==> src/rtl/nn_frame_sequencer.sv <==
`default_nettype none
// nn_frame_sequencer: gathers 7 feature words into a frame, runs neural_network for a
// fixed settle window, then presents the captured result on a valid/ready port.  Rev 1.0
module nn_frame_sequencer #(
  parameter int DW            = 17,
  parameter int SETTLE_CYCLES = 200,
  parameter int CNT_W         = 8
) (
  input  logic          clk,
  input  logic          rst_n,
  input  logic          s_valid,
  output logic          s_ready,
  input  logic [DW-1:0] s_data,
  input  logic          s_last,
  output logic          nn_ce,
  output logic [DW-1:0] x1,
  output logic [DW-1:0] x2,
  output logic [DW-1:0] x3,
  output logic [DW-1:0] x4,
  output logic [DW-1:0] x5,
  output logic [DW-1:0] x6,
  output logic [DW-1:0] x7,
  input  logic [DW-1:0] nn_y,
  output logic          m_valid,
  input  logic          m_ready,
  output logic [DW-1:0] m_data,
  output logic          frame_err,
  output logic          busy
);

  localparam logic [CNT_W-1:0] LAST_CNT = CNT_W'(SETTLE_CYCLES - 1);
  localparam logic [2:0]       LAST_IDX = 3'd6;

  typedef enum logic [1:0] {
    LOAD = 2'd0,
    RUN  = 2'd1,
    DONE = 2'd2
  } state_t;

  state_t           state;
  logic [2:0]       widx;
  logic [CNT_W-1:0] cnt;
  logic             accept;

  assign s_ready = (state == LOAD);
  assign busy    = (state != LOAD);
  assign accept  = s_valid && s_ready;

  always_ff @(posedge clk) begin
    if (!rst_n) begin
      state     <= LOAD;
      widx      <= 3'd0;
      cnt       <= '0;
      x1        <= '0;
      x2        <= '0;
      x3        <= '0;
      x4        <= '0;
      x5        <= '0;
      x6        <= '0;
      x7        <= '0;
      m_data    <= '0;
      nn_ce     <= 1'b0;
      m_valid   <= 1'b0;
      frame_err <= 1'b0;
    end else begin
      frame_err <= 1'b0;
      case (state)
        LOAD: begin
          if (accept) begin
            case (widx)
              3'd0:    x1 <= s_data;
              3'd1:    x2 <= s_data;
              3'd2:    x3 <= s_data;
              3'd3:    x4 <= s_data;
              3'd4:    x5 <= s_data;
              3'd5:    x6 <= s_data;
              3'd6:    x7 <= s_data;
              default: ;
            endcase
            // A misplaced or missing s_last drops the partial frame and resynchronises.
            if (widx == LAST_IDX) begin
              widx <= 3'd0;
              if (s_last) begin
                state <= RUN;
                nn_ce <= 1'b1;
                cnt   <= '0;
              end else begin
                frame_err <= 1'b1;
              end
            end else if (s_last) begin
              widx      <= 3'd0;
              frame_err <= 1'b1;
            end else begin
              widx <= widx + 3'd1;
            end
          end
        end
        RUN: begin
          cnt <= cnt + CNT_W'(1);
          if (cnt == LAST_CNT) begin
            m_data  <= nn_y;
            nn_ce   <= 1'b0;
            m_valid <= 1'b1;
            state   <= DONE;
          end
        end
        DONE: begin
          if (m_ready) begin
            m_valid <= 1'b0;
            state   <= LOAD;
          end
        end
        default: state <= LOAD;
      endcase
    end
  end

endmodule
`default_nettype wire

==> config.mk <==
export PLATFORM = sky130hd
export DESIGN_NAME = nn_frame_sequencer
export DESIGN_NICKNAME = d
export VERILOG_FILES = /design/src/rtl/nn_frame_sequencer.sv
export SDC_FILE = /design/constraint.sdc
export NUM_CORES = 1
export LEC_CHECK = 0
export CELL_PAD_IN_SITES_DETAIL_PLACEMENT = 0
export CELL_PAD_IN_SITES_GLOBAL_PLACEMENT = 1
export CORE_MARGIN = 1
export CORE_UTILIZATION = 31
export DETAILED_ROUTE_END_ITERATION = 10
export PLACE_DENSITY_LB_ADDON = 0.05
export SLEW_MARGIN = 20
export SYNTH_ARGS = -nofsm -noshare
export SYNTH_HDL_FRONTEND = slang
export SYNTH_SLANG_ARGS = --single-unit
==> constraint.sdc <==
create_clock -name clk -period 1.7 [get_ports clk]
set_input_delay 0.17 -clock clk [delete_from_list [all_inputs] [get_ports clk]]
set_output_delay 0.17 -clock clk [all_outputs]
set_load 0.02 [all_outputs]
==> results.py, run 1 <==
metrics = {
    "timing": {
        "rsz0062_at_grt": "yes",
        "hold_viol": 0,
        "period_share_pct": 95.2,
        "period_minus_slack_ns": 1.62,
        "relSlewSlack_pct": 59.4,
        "setup_violations": 0,
        "whs_ns": 0.138,
        "worst_slew_pin_slew_ns": 0.607,
        "clock.fmax_mhz": 618,
        "slew_violations": 0,
        "skew_ns": 0.00786,
    },
    "pwr": {
        "combPwrFrac_pct": 7.3,
        "switchingPower_mw": 1.88,
        "p_total_mw": 8.41,
        "pwr-share-seq_pct": 43.1,
        "pwr-share-clk_pct": 49.6,
        "intPower_mw": 6.53,
        "ir_drop_mv": 0.654,
        "powerDensity_mw_per_mm2": 902,
        "p_sw_share_pct": 22.3,
        "p_leak_nw": 3.09,
    },
    "routing": {
        "wl_per_cell_microns": 18.2,
        "drt_iter0_markers": 373,
        "final_antenna_net_count": 0,
        "drt_drc_violations_left": 0,
        "wirelength_mm": 21.4,
        "highest_layer": "met4",
        "wl_met2_mm": 9.73,
        "first_pass_iters": 5,
        "dr_wl_met3_mm": 1.69,
        "met1_length_mm": 9.76,
        "drt-vias-per-instance": 5.11,
        "num_vias": 6005,
    },
    "yosys": {
        "synth_top_family_by_area": "compound AO/OA/AOI/OAI gates",
        "syn_area_sq_mm": 0.00638,
        "synth_seq_area_share_pct": 47.7,
        "synthCells": 727,
        "synth-adder-area-share_pct": 1.18,
        "synthDistinctLibCells": 43,
        "synth-seq-cells": 152,
        "synth-compound-area-share_pct": 24.5,
        "syn_nets": 772,
        "synth_area_per_cell_sq_um": 8.78,
        "synth-simple-area-share_pct": 17.4,
        "synthMuxAreaShare_pct": 3.14,
        "async_flop_share_pct": 0,
        "synth-edff-count": 0,
        "synthFlopType": "dfxtp_1",
        "yosys_warnings": 0,
        "synthXorXnorAreaFrac_pct": 0.137,
    },
    "floorplanning": {
        "die-area_sq_mm": 0.0212,
        "io-pin-count": 180,
        "die_w_microns": 145,
        "die_y_microns": 145,
        "rows": 52,
        "core_sq_mm": 0.0202,
        "start_util_pct": 31.5,
    },
    "clocking": {
        "clock-sinks": 152,
        "hold_buffers": 0,
        "clkTransAtPathRegs_ns": 0.06,
        "numCtsBuffers": 17,
        "cts_tree": "yes",
        "cts_buffer_depth": 2,
        "post_cts_buffers": 0,
        "cts_root_buf": "clkbuf_16",
        "insertion_delay_ns": 0.42,
        "htree_levels": 4,
    },
    "outcome": {
        "outcome": "finished clean",
    },
    "finish": {
        "antenna_cells": 0,
        "nFillCells": 1917,
        "nNetsFinal": 939,
        "drive_above_1_share_pct": 9.17,
        "final_common_cell": "clkdlybuf4s50_1",
        "mostFrequentLayoutCells": "176 x clkdlybuf4s50_1, 151 x dfxtp_1, 106 x nand3_1, 106 x o21ai_0, 105 x a21boi_0",
        "area_delta_synth_final_pct": 46.1,
    },
    "placement": {
        "portBuffers": 179,
        "hpwl_mm": 14.1,
        "gp_congestion": 0.764,
    },
    "setup_path": {
        "path_class": "flop to output pin",
        "crit_fanout": 5,
        "cp.arrival_ns": 1.45,
        "cp_data_required_time_ns": 1.53,
        "crit_path_start_kind": "flop",
        "end_kind": "output pin",
    },
    "global_routing": {
        "grt_max_degree": 81,
        "grt_pass1_wl_mm": 33.5,
        "grt_pass1_vias": 5861,
        "antenna_found_initial": 0,
        "grt_usage_pct": 20.6,
        "overflow": 0,
    },
    "run": {
        "drv_cap": 0,
    },
    "worst_hold_path": {
        "hp-class": "input port to flop",
    },
}
==> state kept, by name, summed over array words and instances, names as in the netlist <==
register   flops
x1            17
x7            17
nn_ce          1
state          2
x6            17
widx           3
m_valid        1
x4            17
x2            17
m_data        17
cnt            8
x5            17
frame_err      1
x3            17
==> worst max-delay path, stage by stage (launching register included) <==
cell	delay, ns
dfxtp_1	0.34
or2_2	0.30
inv_1	0.06
dlygate4sd2_1	0.32
==> cell families after synthesis <==
kind of cell	Yosys count
AO/OA/AOI/OAI	244
AND/OR/NAND/NOR	223
flip-flops	152
buffers and inverters	81
multiplexers	20
adder cells (fa/ha/maj)	6
XOR/XNOR	1
==> worst paths after layout <==
check / endpoint / from / slack, ns / depth (start not counted)
max: s_ready / state[0] / 0.08 / 3
min: m_data[9] / rst_n / 0.14 / 3
max reg2reg: cnt[4] / widx[0] / 0.09 / 5
min reg2reg: m_data[1] / m_data[1] / 0.46 / 2
==> stage by stage <==
step	TNS, ns	setup slack, ns	area, sq um	util [%]	std cells
after global placement	-0.00192	-0.00192	8670	42.8	1145
after global routing	-0.0204	-0.0117	9320	46.1	1175
after floorplan	0	0.176	6380	-	727
after detailed placement	-0.119	-0.0572	8670	42.8	1145
after CTS	0	0.0322	9310	46.0	1175
final	0	0.0823	9320	46.1	1175
==> synthesized netlist by cell type (2+ instances only) <==
master | number | area (sq um)
dfxtp_1 | 152 | 3040
a21boi_0 | 108 | 811
o21ai_0 | 107 | 536
nand3_1 | 106 | 531
nand2_1 | 78 | 293
clkbuf_1 | 39 | 146
buf_2 | 21 | 105
mux2i_1 | 20 | 200
a21boi_1 | 14 | 105
buf_4 | 9 | 67.6
inv_1 | 7 | 26.3
ha_1 | 6 | 75.1
a21oi_1 | 5 | 25.0
nand3b_1 | 5 | 37.5
nand2b_1 | 4 | 25.0
nor2b_1 | 4 | 25.0
and3b_1 | 3 | 26.3
nand4_1 | 3 | 18.8
nor2_1 | 3 | 11.3
o31ai_1 | 3 | 22.5
or4_1 | 3 | 22.5
a31oi_1 | 2 | 12.5
and3_1 | 2 | 12.5
buf_1 | 2 | 7.51
buf_6 | 2 | 22.5
o22ai_1 | 2 | 12.5
==> power groups by stage <==
stage | combinational [mW] | sequential, mW | clock (mW)
finish | 0.614 | 3.63 | 4.17
global placement | 0.604 | 3.70 | 0
global route | 0.654 | 3.63 | 4.44
CTS | 0.614 | 3.63 | 4.26
floorplan | 0.207 | 3.75 | 0
detailed placement | 0.611 | 3.71 | 0
==> metal layers <==
layer	track usage, %	vias to the layer above
li1	-	2882
met1	27.2	2876
met2	32.5	231
met3	5.86	16
met4	6.05	0
met5	0	-
==> what timing repair did <==
action                     CTS  global route
pin swaps                    0             1
gates cloned                 0             0
resized for setup            3             8
setup endpoints to repair    5            51
==> layout make-up <==
type,count,area [sq um],area share (%)
Clock buffer,20,447,4.79
Clock inverter,10,193,2.07
Inverter,7,26.3,0.282
Multi-Input combinational cell,494,3000,32.2
Sequential cell,152,3040,32.6
Tap cell,270,338,3.62
Timing Repair Buffer,222,2280,24.4
No activity file was read; power rests on OpenSTA's default activity.
==> run 2, diff against run 1 <==
--- a/config.mk
+++ b/config.mk
@@ -5,6 +5,7 @@
 export SDC_FILE = /design/constraint.sdc
 export NUM_CORES = 1
 export LEC_CHECK = 0
+export CAP_MARGIN = 20
 export CELL_PAD_IN_SITES_DETAIL_PLACEMENT = 0
 export CELL_PAD_IN_SITES_GLOBAL_PLACEMENT = 1
 export CORE_MARGIN = 1
==> results of run 2 <==
Final layout, timing and power as in run 1 (identical DEF).
==> run 3, diff against run 2 <==
--- a/config.mk
+++ b/config.mk
@@ -6,13 +6,12 @@
 export NUM_CORES = 1
 export LEC_CHECK = 0
 export CAP_MARGIN = 20
-export CELL_PAD_IN_SITES_DETAIL_PLACEMENT = 0
+export CELL_PAD_IN_SITES_DETAIL_PLACEMENT = 1
 export CELL_PAD_IN_SITES_GLOBAL_PLACEMENT = 1
 export CORE_MARGIN = 1
 export CORE_UTILIZATION = 31
 export DETAILED_ROUTE_END_ITERATION = 10
 export PLACE_DENSITY_LB_ADDON = 0.05
-export SLEW_MARGIN = 20
 export SYNTH_ARGS = -nofsm -noshare
 export SYNTH_HDL_FRONTEND = slang
 export SYNTH_SLANG_ARGS = --single-unit
==> constraint.sdc (replaced) <==
create_clock -name clk -period 2 [get_ports clk]
set_input_delay 0.2 -clock clk [delete_from_list [all_inputs] [get_ports clk]]
set_output_delay 0.2 -clock clk [all_outputs]
set_load 0.02 [all_outputs]
==> run 3 against run 2 <==
  * Total power decreased by 17%
  * Clock power fell by 19%
  * Worst setup slack better by 0.077 ns
  * Critical path depth grew 1
  * Design area shrank 2.8%
==> results.py, run 3 (synthesized netlist as in run 1, its figures left out) <==
metrics = {
    "timing": {
        "hold_viol": 0,
        "period_share_pct": 92.1,
        "rsz0062_at_grt": "no",
        "skew_ns": 0.00939,
        "setup_violations": 0,
        "relSlewSlack_pct": 58.3,
        "worst_slew_pin_slew_ns": 0.624,
        "clock.fmax_mhz": 543,
        "period_minus_slack_ns": 1.84,
        "whs_ns": 0.253,
        "slew_violations": 0,
        "tns_ns": 0,
    },
    "placement": {
        "hpwl_mm": 15.1,
        "gp_congestion": 0.738,
        "portBuffers": 179,
    },
    "pwr": {
        "powerDensity_mw_per_mm2": 767,
        "p_leak_nw": 2.96,
        "switchingPower_mw": 1.67,
        "ir_drop_mv": 0.563,
        "combPwrFrac_pct": 7.1,
        "pwr-share-clk_pct": 48.6,
        "intPower_mw": 5.29,
        "p_sw_share_pct": 24.0,
        "pwr-share-seq_pct": 44.3,
    },
    "setup_path": {
        "end_kind": "output pin",
        "path_class": "flop to output pin",
        "cp_data_required_time_ns": 1.80,
        "crit_fanout": 11,
        "crit_path_start_kind": "flop",
        "r2r_cells": 5,
        "cp.arrival_ns": 1.64,
    },
    "routing": {
        "met1_length_mm": 10.6,
        "drt_iter0_markers": 263,
        "dr_wl_met3_mm": 1.25,
        "wl_per_cell_microns": 19.9,
        "highest_layer": "met4",
        "drt_drc_violations_left": 0,
        "num_vias": 5997,
        "final_antenna_net_count": 0,
        "first_pass_iters": 5,
        "drt-vias-per-instance": 5.17,
        "wl_met2_mm": 10.7,
        "wirelength_mm": 23.0,
    },
    "global_routing": {
        "grt_usage_pct": 22.0,
        "overflow": 0,
        "grt_max_degree": 103,
        "grt_pass1_vias": 6256,
        "antenna_found_initial": 0,
        "grt_pass1_wl_mm": 35.9,
    },
    "clocking": {
        "post_cts_buffers": 0,
        "numCtsBuffers": 17,
        "clock-sinks": 152,
        "cts_root_buf": "clkbuf_16",
        "cts_tree": "yes",
        "clkTransAtPathRegs_ns": 0.06,
        "htree_levels": 4,
        "insertion_delay_ns": 0.42,
        "cts_buffer_depth": 2,
        "hold_buffers": 0,
    },
    "floorplanning": {
        "rows": 52,
        "die_w_microns": 145,
        "io-pin-count": 180,
        "core_sq_mm": 0.0202,
        "start_util_pct": 31.5,
        "die_y_microns": 145,
        "die-area_sq_mm": 0.0212,
    },
    "worst_hold_path": {
        "hp-class": "input port to flop",
        "hold_depth": 2,
    },
    "finish": {
        "nNetsFinal": 921,
        "final_common_cell": "clkdlybuf4s50_1",
        "mostFrequentLayoutCells": "176 x clkdlybuf4s50_1, 152 x dfxtp_1, 108 x a21boi_0",
        "drive_above_1_share_pct": 7.31,
        "area_delta_synth_final_pct": 42.1,
        "nFillCells": 2304,
        "antenna_cells": 0,
    },
    "outcome": {
        "outcome": "finished clean",
    },
    "run": {
        "drv_cap": 0,
    },
}
==> run 3: changes by cell type in the layout (fill, tap and decap cells not counted), sizes merged <==
cell / change
clkinvlp: +1
clkbuf: -1
clkinv: +4
bufinv: -2
buf: -18
==> run 3: layout make-up <==
type	instances	area, sq um	area share [%]
timing repair buffer	204	2060	22.7
sequential	152	3040	33.6
inverter	7	26.3	0.290
tap	270	338	3.73
clock inverter	13	170	1.88
multi-input combinational	494	2990	32.9
clock buffer	19	443	4.88
==> run 3: path summary, 6_finish.rpt <==
kind | startpoint | end | slack [ns]
worst min register to register | m_data[6] | m_data[6] | 0.46
worst min-delay path | rst_n | m_valid | 0.25
worst max-delay path | state[1] | s_ready | 0.16
worst max register to register | widx[0] | cnt[5] | 0.23
==> run 3: per-layer routing <==
metal	global-route usage, %	vias to the layer above
li1	-	2845
met1	28.3	2963
met4	7.47	0
met5	0	-
met2	36.1	166
met3	4.98	23
==> run 3: worst max-delay path, cell delays in order, from the launching register on <==
cell and delay [ns]:
dfxtp_1 0.35, buf_4 0.19, or2_2 0.31, inv_1 0.05, dlygate4sd2_1 0.32
==> run 3: through the flow <==
stage	utilization [%]	setup WS, ns	power [mW]	instance area [sq um]	cells
3_3_place_gp	41.7	0.157	3.63	8440	1126
2_1_floorplan	-	0.476	3.36	6380	727
6_report	44.8	0.159	6.95	9070	1159
5_1_grt	44.8	0.0794	7.17	9070	1159
3_5_place_dp	41.7	0.0716	3.65	8440	1126
4_1_cts	44.7	0.0898	7.02	9050	1158
==> run 3: power groups by stage <==
| stage | Sequential (mW) | Combinational (mW) | Clock, mW |
|---|---|---|---|
| after global placement | 3.15 | 0.482 | 0 |
| after detailed placement | 3.15 | 0.495 | 0 |
| after floorplan | 3.19 | 0.176 | 0 |
| after CTS | 3.08 | 0.496 | 3.44 |
| after global routing | 3.08 | 0.525 | 3.56 |
| final | 3.08 | 0.491 | 3.38 |
==> run 3: what timing repair did <==
action                                  CTS  global route
resized for setup                         2             0
endpoints found under the setup margin    2             0
hold endpoints to repair                  0             0
